File: config.mk
export PLATFORM = sky130hd
export DESIGN_NAME = dmem_port_arbiter
export DESIGN_NICKNAME = d
export VERILOG_FILES = /design/src/rtl/dmem_port_arbiter.sv
export SDC_FILE = /design/constraint.sdc
export NUM_CORES = 1
export LEC_CHECK = 0
export ABC_CLOCK_PERIOD_IN_PS = 1710
export CORE_MARGIN = 8
export CORE_UTILIZATION = 33
export CTS_CLUSTER_DIAMETER = 30
export DETAILED_ROUTE_END_ITERATION = 6
export PLACE_DENSITY_LB_ADDON = 0.2
export SKIP_CTS_REPAIR_TIMING = 1
export SKIP_LAST_GASP = 1
export SLEW_MARGIN = 30
export SYNTH_ARGS = -nofsm -noshare
export SYNTH_HDL_FRONTEND = slang
export SYNTH_SLANG_ARGS = --single-unit
File: constraint.sdc
create_clock -name clock -period 1.71 [get_ports clock]
set_input_delay 0.2565 -clock clock [delete_from_list [all_inputs] [get_ports clock]]
set_output_delay 0.2565 -clock clock [all_outputs]
set_load 0.005 [all_outputs]
File: src/rtl/dmem_port_arbiter.sv
`default_nettype none
// ============================================================================
//  Module      : dmem_port_arbiter
//  Description : Shares the single data-memory port between the processor
//                load/store path (p_*) and the debug/loader port (d_*).
//                Round-robin arbitration with a registered winner; one
//                transfer in flight at a time. Read data is returned through
//                per-requester holding registers with a one-cycle valid pulse.
//  Ports       : clock, reset (sync, active-low)
//                p_req/p_wren/p_addr/p_data -> p_gnt/p_rvalid/p_q  (processor)
//                d_req/d_wren/d_addr/d_data -> d_gnt/d_rvalid/d_q  (debug)
//                mem_addr/mem_wren/mem_data -> dmem, mem_q <- dmem
//                busy : high whenever the arbiter is not idle
//  Revision    : 1.0  initial release
// ============================================================================
module dmem_port_arbiter #(
    parameter int ADDR_WIDTH   = 12,
    parameter int DATA_WIDTH   = 32,
    parameter int READ_LATENCY = 1
) (
    input  logic                  clock,
    input  logic                  reset,
    input  logic                  p_req,
    input  logic                  p_wren,
    input  logic [ADDR_WIDTH-1:0] p_addr,
    input  logic [DATA_WIDTH-1:0] p_data,
    output logic                  p_gnt,
    output logic                  p_rvalid,
    output logic [DATA_WIDTH-1:0] p_q,
    input  logic                  d_req,
    input  logic                  d_wren,
    input  logic [ADDR_WIDTH-1:0] d_addr,
    input  logic [DATA_WIDTH-1:0] d_data,
    output logic                  d_gnt,
    output logic                  d_rvalid,
    output logic [DATA_WIDTH-1:0] d_q,
    output logic [ADDR_WIDTH-1:0] mem_addr,
    output logic                  mem_wren,
    output logic [DATA_WIDTH-1:0] mem_data,
    input  logic [DATA_WIDTH-1:0] mem_q,
    output logic                  busy
);

    localparam logic [1:0] c_ST_IDLE   = 2'd0;
    localparam logic [1:0] c_ST_ISSUE  = 2'd1;
    localparam logic [1:0] c_ST_WAIT   = 2'd2;

    localparam logic       c_SEL_PROC  = 1'b0;
    localparam logic       c_SEL_DEBUG = 1'b1;

    // Only latencies 1 and 2 are meaningful; anything else behaves as 1.
    localparam logic [1:0] c_READ_LAT  = (READ_LATENCY == 2) ? 2'd2 : 2'd1;

    logic [1:0]            r_state;
    logic                  r_winner;
    logic                  r_last_winner;
    logic [1:0]            r_cnt;
    logic                  r_p_rvalid;
    logic                  r_d_rvalid;
    logic [DATA_WIDTH-1:0] r_p_q;
    logic [DATA_WIDTH-1:0] r_d_q;

    logic [1:0]            w_next_state;
    logic                  w_next_winner;
    logic                  w_win_req;
    logic                  w_win_wren;
    logic                  w_issue_go;
    logic                  w_capture;

    // The winner's request/command is sampled live during ISSUE so that a
    // requester withdrawing its request cancels the access cleanly.
    assign w_win_req  = (r_winner == c_SEL_DEBUG) ? d_req  : p_req;
    assign w_win_wren = (r_winner == c_SEL_DEBUG) ? d_wren : p_wren;

    // ------------------------------------------------------------------
    // Next-state and per-cycle control
    // ------------------------------------------------------------------
    always_comb begin
        w_next_state  = r_state;
        w_next_winner = r_winner;
        w_issue_go    = 1'b0;
        w_capture     = 1'b0;
        case (r_state)
            c_ST_IDLE: begin
                if (p_req || d_req) begin
                    w_next_state = c_ST_ISSUE;
                    if (p_req && d_req) begin
                        // Tie goes to whoever did not win last time.
                        w_next_winner = ~r_last_winner;
                    end else begin
                        w_next_winner = d_req ? c_SEL_DEBUG : c_SEL_PROC;
                    end
                end
            end
            c_ST_ISSUE: begin
                w_next_state = c_ST_IDLE;
                if (w_win_req) begin
                    w_issue_go = 1'b1;
                    if (!w_win_wren) begin
                        w_next_state = c_ST_WAIT;
                    end
                end
            end
            c_ST_WAIT: begin
                if (r_cnt == 2'd1) begin
                    w_capture    = 1'b1;
                    w_next_state = c_ST_IDLE;
                end
            end
            default: begin
                w_next_state = c_ST_IDLE;
            end
        endcase
    end

    // ------------------------------------------------------------------
    // State, arbitration history, latency counter and read-return registers
    // ------------------------------------------------------------------
    always_ff @(posedge clock) begin
        if (!reset) begin
            r_state       <= c_ST_IDLE;
            r_winner      <= c_SEL_PROC;
            r_last_winner <= c_SEL_DEBUG;
            r_cnt         <= 2'd0;
            r_p_rvalid    <= 1'b0;
            r_d_rvalid    <= 1'b0;
            r_p_q         <= '0;
            r_d_q         <= '0;
        end else begin
            r_state    <= w_next_state;
            r_winner   <= w_next_winner;
            r_p_rvalid <= w_capture && (r_winner == c_SEL_PROC);
            r_d_rvalid <= w_capture && (r_winner == c_SEL_DEBUG);
            if (w_issue_go) begin
                r_last_winner <= r_winner;
                r_cnt         <= c_READ_LAT;
            end else if (r_state == c_ST_WAIT) begin
                r_cnt <= r_cnt - 2'd1;
            end
            if (w_capture && (r_winner == c_SEL_PROC)) begin
                r_p_q <= mem_q;
            end
            if (w_capture && (r_winner == c_SEL_DEBUG)) begin
                r_d_q <= mem_q;
            end
        end
    end

    // ------------------------------------------------------------------
    // Outputs: the memory port is only non-zero during a live ISSUE cycle
    // ------------------------------------------------------------------
    assign mem_addr = w_issue_go ? ((r_winner == c_SEL_DEBUG) ? d_addr : p_addr) : '0;
    assign mem_data = w_issue_go ? ((r_winner == c_SEL_DEBUG) ? d_data : p_data) : '0;
    assign mem_wren = w_issue_go && w_win_wren;

    assign p_gnt    = w_issue_go && (r_winner == c_SEL_PROC);
    assign d_gnt    = w_issue_go && (r_winner == c_SEL_DEBUG);
    assign p_rvalid = r_p_rvalid;
    assign d_rvalid = r_d_rvalid;
    assign p_q      = r_p_q;
    assign d_q      = r_d_q;
    assign busy     = (r_state != c_ST_IDLE);

endmodule
`default_nettype wire
After elaboration in Yosys (flattened, before gate mapping)
Index checks and enable logic that the tools add are counted.

Multiplexer cells: 19. Equal/unequal tests: 5. Add/sub/neg operators: 1. Bitwise gates (word level): 3. Reduce and logical (&&, ||, !) cells: 13.

Operator list (count): $mux W32 (2); $mux W12 (2); $mux W1 (10); $mux W2 (4); $logic_and A1 B1 Y1 (6); $pmux W2 S3 (1); $eq A2 B1 Y1 const B (2); $ne A2 B2 Y1 const B (2); $reduce_and A2 Y1 (2); $reduce_bool A2 Y1 (2); $not A1 Y1 (3); $eq A2 B2 Y1 const B (1); $logic_not A2 Y1 (1); $reduce_or A2 Y1 (1); $sub A2 B1 Y2 const B (1); $logic_or A1 B1 Y1 (1).

Bits of input ports: 126. Flip-flop bits (word level): 72. Output and inout bits: 114. Logic and storage cells: 50.

Depth between registers and ports, before layout
Depth in word-level cells: 4. Depth in mapped cells: 7. Gate-level depth less buffers: 5.

Worst setup path after synthesis
No wires, ideal clock.

Path type: register to output. Start point: register r_winner. End point: output mem_data[22]. Stages on the path, launching flop included: 5. Path slack: 401 ps. Data required time: 1454 ps. Arrival: 1052 ps. Path buffers: 1. Path through: dfxtp_1 -> nand2b_2 -> nor2_8 -> buf_2 -> a22o_1.

Word-level cells in the longest chain between the ends: 4. Elaborated cells on any way between the ends: 5. Those cells by class: 5 x mux.

RTL lines: from (decl) (line 55) `logic r_winner;`; from (signal assigned) (line 122) `r_winner <= c_SEL_PROC;`; from (signal assigned) (line 131) `r_winner <= w_next_winner;`; $mux W1 (line 72) `assign w_win_req = (r_winner == c_SEL_DEBUG) ? d_req : p_req;`; $mux W1 (line 97) `if (w_win_req) begin`; $mux W1 (line 83) `case (r_state)`; $mux W32 * (line 153) `assign mem_data = w_issue_go ? ((r_winner == c_SEL_DEBUG) ? d_data : p_data) : '0;`; to (decl) (line 39) `output logic [DATA_WIDTH-1:0] mem_data,`.

Mark *: on every way between the ends. The rest lies on a longest branch, timed or not.

Worst setup path after layout
Start point: register r_state[1]. End point: output mem_addr[11].

Word-level cells in the longest chain between the ends: 3.

RTL lines: from (decl) (line 54) `logic [1:0] r_state;`; from (signal assigned) (line 121) `r_state <= c_ST_IDLE;`; from (signal assigned) (line 130) `r_state <= w_next_state;`; $eq A2 B1 Y1 (line 83); $mux W1 (line 83); $mux W12 (line 152) `assign mem_addr = w_issue_go ? ((r_winner == c_SEL_DEBUG) ? d_addr : p_addr) : '0;`; to (decl) (line 37) `output logic [ADDR_WIDTH-1:0] mem_addr,`.

No other way between the ends.

==> summary.md <==
| Metric | Value |
|---|---|
| Final nets | `746` |
| Pwr Density | `658 nW/µm²` |
| Worst min path class | `in -> reg` |
| Overall Global Routing Usage | `19.2%` |
| Reg2reg end | `r_cnt[1]` |
| # rows | `35` |
| Final period utilization | `115%` |
| Grt total ovfl | `0` |
| Final std cells w/o fill | `735` |
| Critical path endpoint | `mem_addr[11]` |
| Clock root buffer | `clkbuf_8` |
| Crit path DAT | `1710 ps` |
| IO Pins | `240` |
| Cell count after synthesis | `342` |
| Worst setup EP type | `output pin` |
| Status | `finished with violations` |
| Clock Sinks | `72` |
| CP max FO | `6` |
| Syn_nets | `469` |
| Max-slew violation count | `0` |
| Final ANT Viol Nets | `0` |
| Relative slew margins | `76.3%` |
| Clk pwr share | `39.0%` |
| Slew @ Worst Pin | `355 ps` |
| CTS H-tree lvls | `3` |
| Clock buffer depth | `2` |
| Clock Skews | `8.44 ps` |
| Die Wd | `112 µm` |
| Reg area | `1450 µm²` |
| Sequential area share after synthesis | `47.8%` |
| FF+latch count, synth | `72` |
| Reg2reg start | `r_winner` |
| Fin worst setup slack | `-252 ps` |
| Initial core utilization | `33.2%` |
| Setup violators final | `45` |
| CTS tree | `done` |
| DRT Wirelength | `14,400 µm` |
| Placer congestion estimate | `0.901` |
| Area delta synth->final | `102%` |
| Core box area | `9060 µm²` |
| Area share of the leading cell type in the synthesized netlist | `47.8%` |
| Layout filler cell count | `713` |
| Most common cell after layout, fill and taps aside | `clkdlybuf4s50_1` |
| Later-pin clock latency in the skew report | `330 ps` |
| Worst VDD drop | `0.535 mV` |
| CTS Buf Count | `9` |
| Failing checks | `setup timing` |
| Fmax | `510 MHz` |
| DRC violations left | `0` |
| Final Hold Vio Count | `0` |
| Final core occ | `67.2%` |
| Global-route wire length before repair | `19,100 µm` |
| Flop-to-flop setup slack | `360 ps` |
| DR vias/cell | `5.06` |
| Wire per inst | `19.6 µm` |
| Mapped Area | `3010 µm²` |
| Post-placement cell count | `679` |
| 1st-iter DRT viols | `239` |
| Die Y | `112 µm` |
| CP Launch Type | `register` |
| Leakage power | `0.00250 µW` |
| Vias in the first global route | `3,252` |
| Syn avg cell area | `8.81 µm²` |
| RSZ-0062 raised after global routing | `true` |
| Die Footprint | `12,400 µm²` |
| Ys Warns | `0` |
| Pin count of the biggest net entering global routing | `66` |
| IO Port Bufs | `239` |
| Switching Fraction | `21.7%` |
| Distinct cells, synth | `30` |
| Post-DP HPWL | `10,100 µm` |
| Via Count | `3,717` |
| Crit. Startpoint | `r_state[1]` |
| Commonest non-fill, non-tap cells in the layout | `clkdlybuf4s50_1 (188), dfxtp_1 (69), nand3_1 (65), a22o_1 (44), o21ai_1 (36)` |
| Cell taking the most area after synthesis | `dfxtp_1` |
| Clk slew on worst S/H paths | `70 ps` |
| CP Data Required Time | `1450 ps` |
| Max-cap violations | `0` |
| Drt pass-1 iters | `4` |
| Fin crit period | `1960 ps` |
| Area taken by multi-input logic gates | `1400 µm²` |
| Initial antenna violation count | `1` |
| Synth area leaders | `dfxtp_1 (48%), a22o_1 (13%), nand3_1 (11%)` |
| Cells on worst reg2reg path | `6` |
| Sequential share of power | `42.4%` |
| Logic pwr share | `18.6%` |
| Crit path kind | `reg -> out` |
| Switching Power | `870 µW` |
| Int Power | `3140 µW` |
| Share of cells above drive strength 1 | `21.5%` |
-- stage by stage --
stage	total power, µW	setup slack (ps)	TNS, ps	hold slack, ps	area (µm²)
final	4010	-252	-6560	375	6100
after detailed placement	2400	-439	-18360	452	5560
after global routing	4160	-314	-9710	385	6100
after floorplan	1930	401	0	404	3010
after global placement	2400	-433	-18310	445	5560
after CTS	3980	-493	-20980	426	5800
-- Yosys cell counts --
cell,instances
dfxtp_1,72
nand3_1,65
a22o_1,44
o21ai_1,36
nand2_1,35
o21ai_0,30
buf_2,9
buf_4,9
buf_1,6
clkbuf_1,6
nor2_1,6
buf_6,3
inv_1,3
a21oi_1,2
a21bo_2,1
a21o_1,1
a22oi_1,1
and3_1,1
ha_1,1
mux2_2,1
mux2i_1,1
nand2b_2,1
nand2b_4,1
nand3b_1,1
nand4b_1,1
nand4bb_1,1
nor2_4,1
nor2_8,1
nor2b_2,1
xnor2_1,1
-- critical path: stages, from the launching register on --
cell,delay [ps]
dfxtp_2,330
nand2b_4,180
nor2_4,60
buf_12,130
buf_6,110
clkbuf_16,150
buf_6,110
a22o_1,190
buf_2,130
-- kinds of logic (layout without fill, tap and decap cells) --
family	Yosys count	count (layout)	synth area share (%)
compound gates	115	115	24.9
xor+xnor	1	1	0.291
fa+ha+maj	1	1	0.415
buf+inv	36	317	6.73
flops	72	72	47.8
mux	2	2	0.706
other cells	0	1	0
simple gates	115	115	19.1
-- sequential cells by signal, indices dropped and copies added, names as in the netlist --
signal	flops
d_rvalid	1
p_q	32
r_state	2
r_winner	1
d_q	32
r_last_winner	1
p_rvalid	1
r_cnt	2
-- how the worst min path moves through the flow --
| stage | start | endpoint | slack [ps] | cells after the start |
|---|---|---|---|---|
| 2_1_floorplan | d_req | r_winner | 400 | 2 |
| 3_3_place_gp | d_q[3] | d_q[3] | 440 | 2 |
| 3_5_place_dp | d_q[3] | d_q[3] | 450 | 2 |
| 4_1_cts | reset | p_q[23] | 430 | 4 |
| 5_1_grt | d_req | r_state[0] | 390 | 4 |
| 6_report | d_req | r_state[0] | 380 | 4 |
-- layer usage --
layer  wire length [µm]  vias up  GRT usage [%]
li1                   -     1803              -
met2               7110      169           34.5
met1               5630     1719           20.0
met5                  0        -              0
met3               1230       26           8.66
met4                433        0           4.19
-- layout make-up --
class	instances	area share (%)
multi-input cells	234	23.0
flip-flops and latches	72	23.7
clock inverters	5	1.74
inverters	3	0.185
well taps	111	2.28
repair buffers	299	46.9
diodes	1	0.0411
clock buffers	10	2.09
-- power groups by stage --
stage / Sequential, µW / Clock (µW) / Combinational (µW)
floorplan: 1740 / 0 / 189
global placement: 1740 / 0 / 659
detailed placement: 1740 / 0 / 666
CTS: 1700 / 1610 / 669
global route: 1700 / 1670 / 789
finish: 1700 / 1560 / 745
Power figures use the tool's default switching activity.
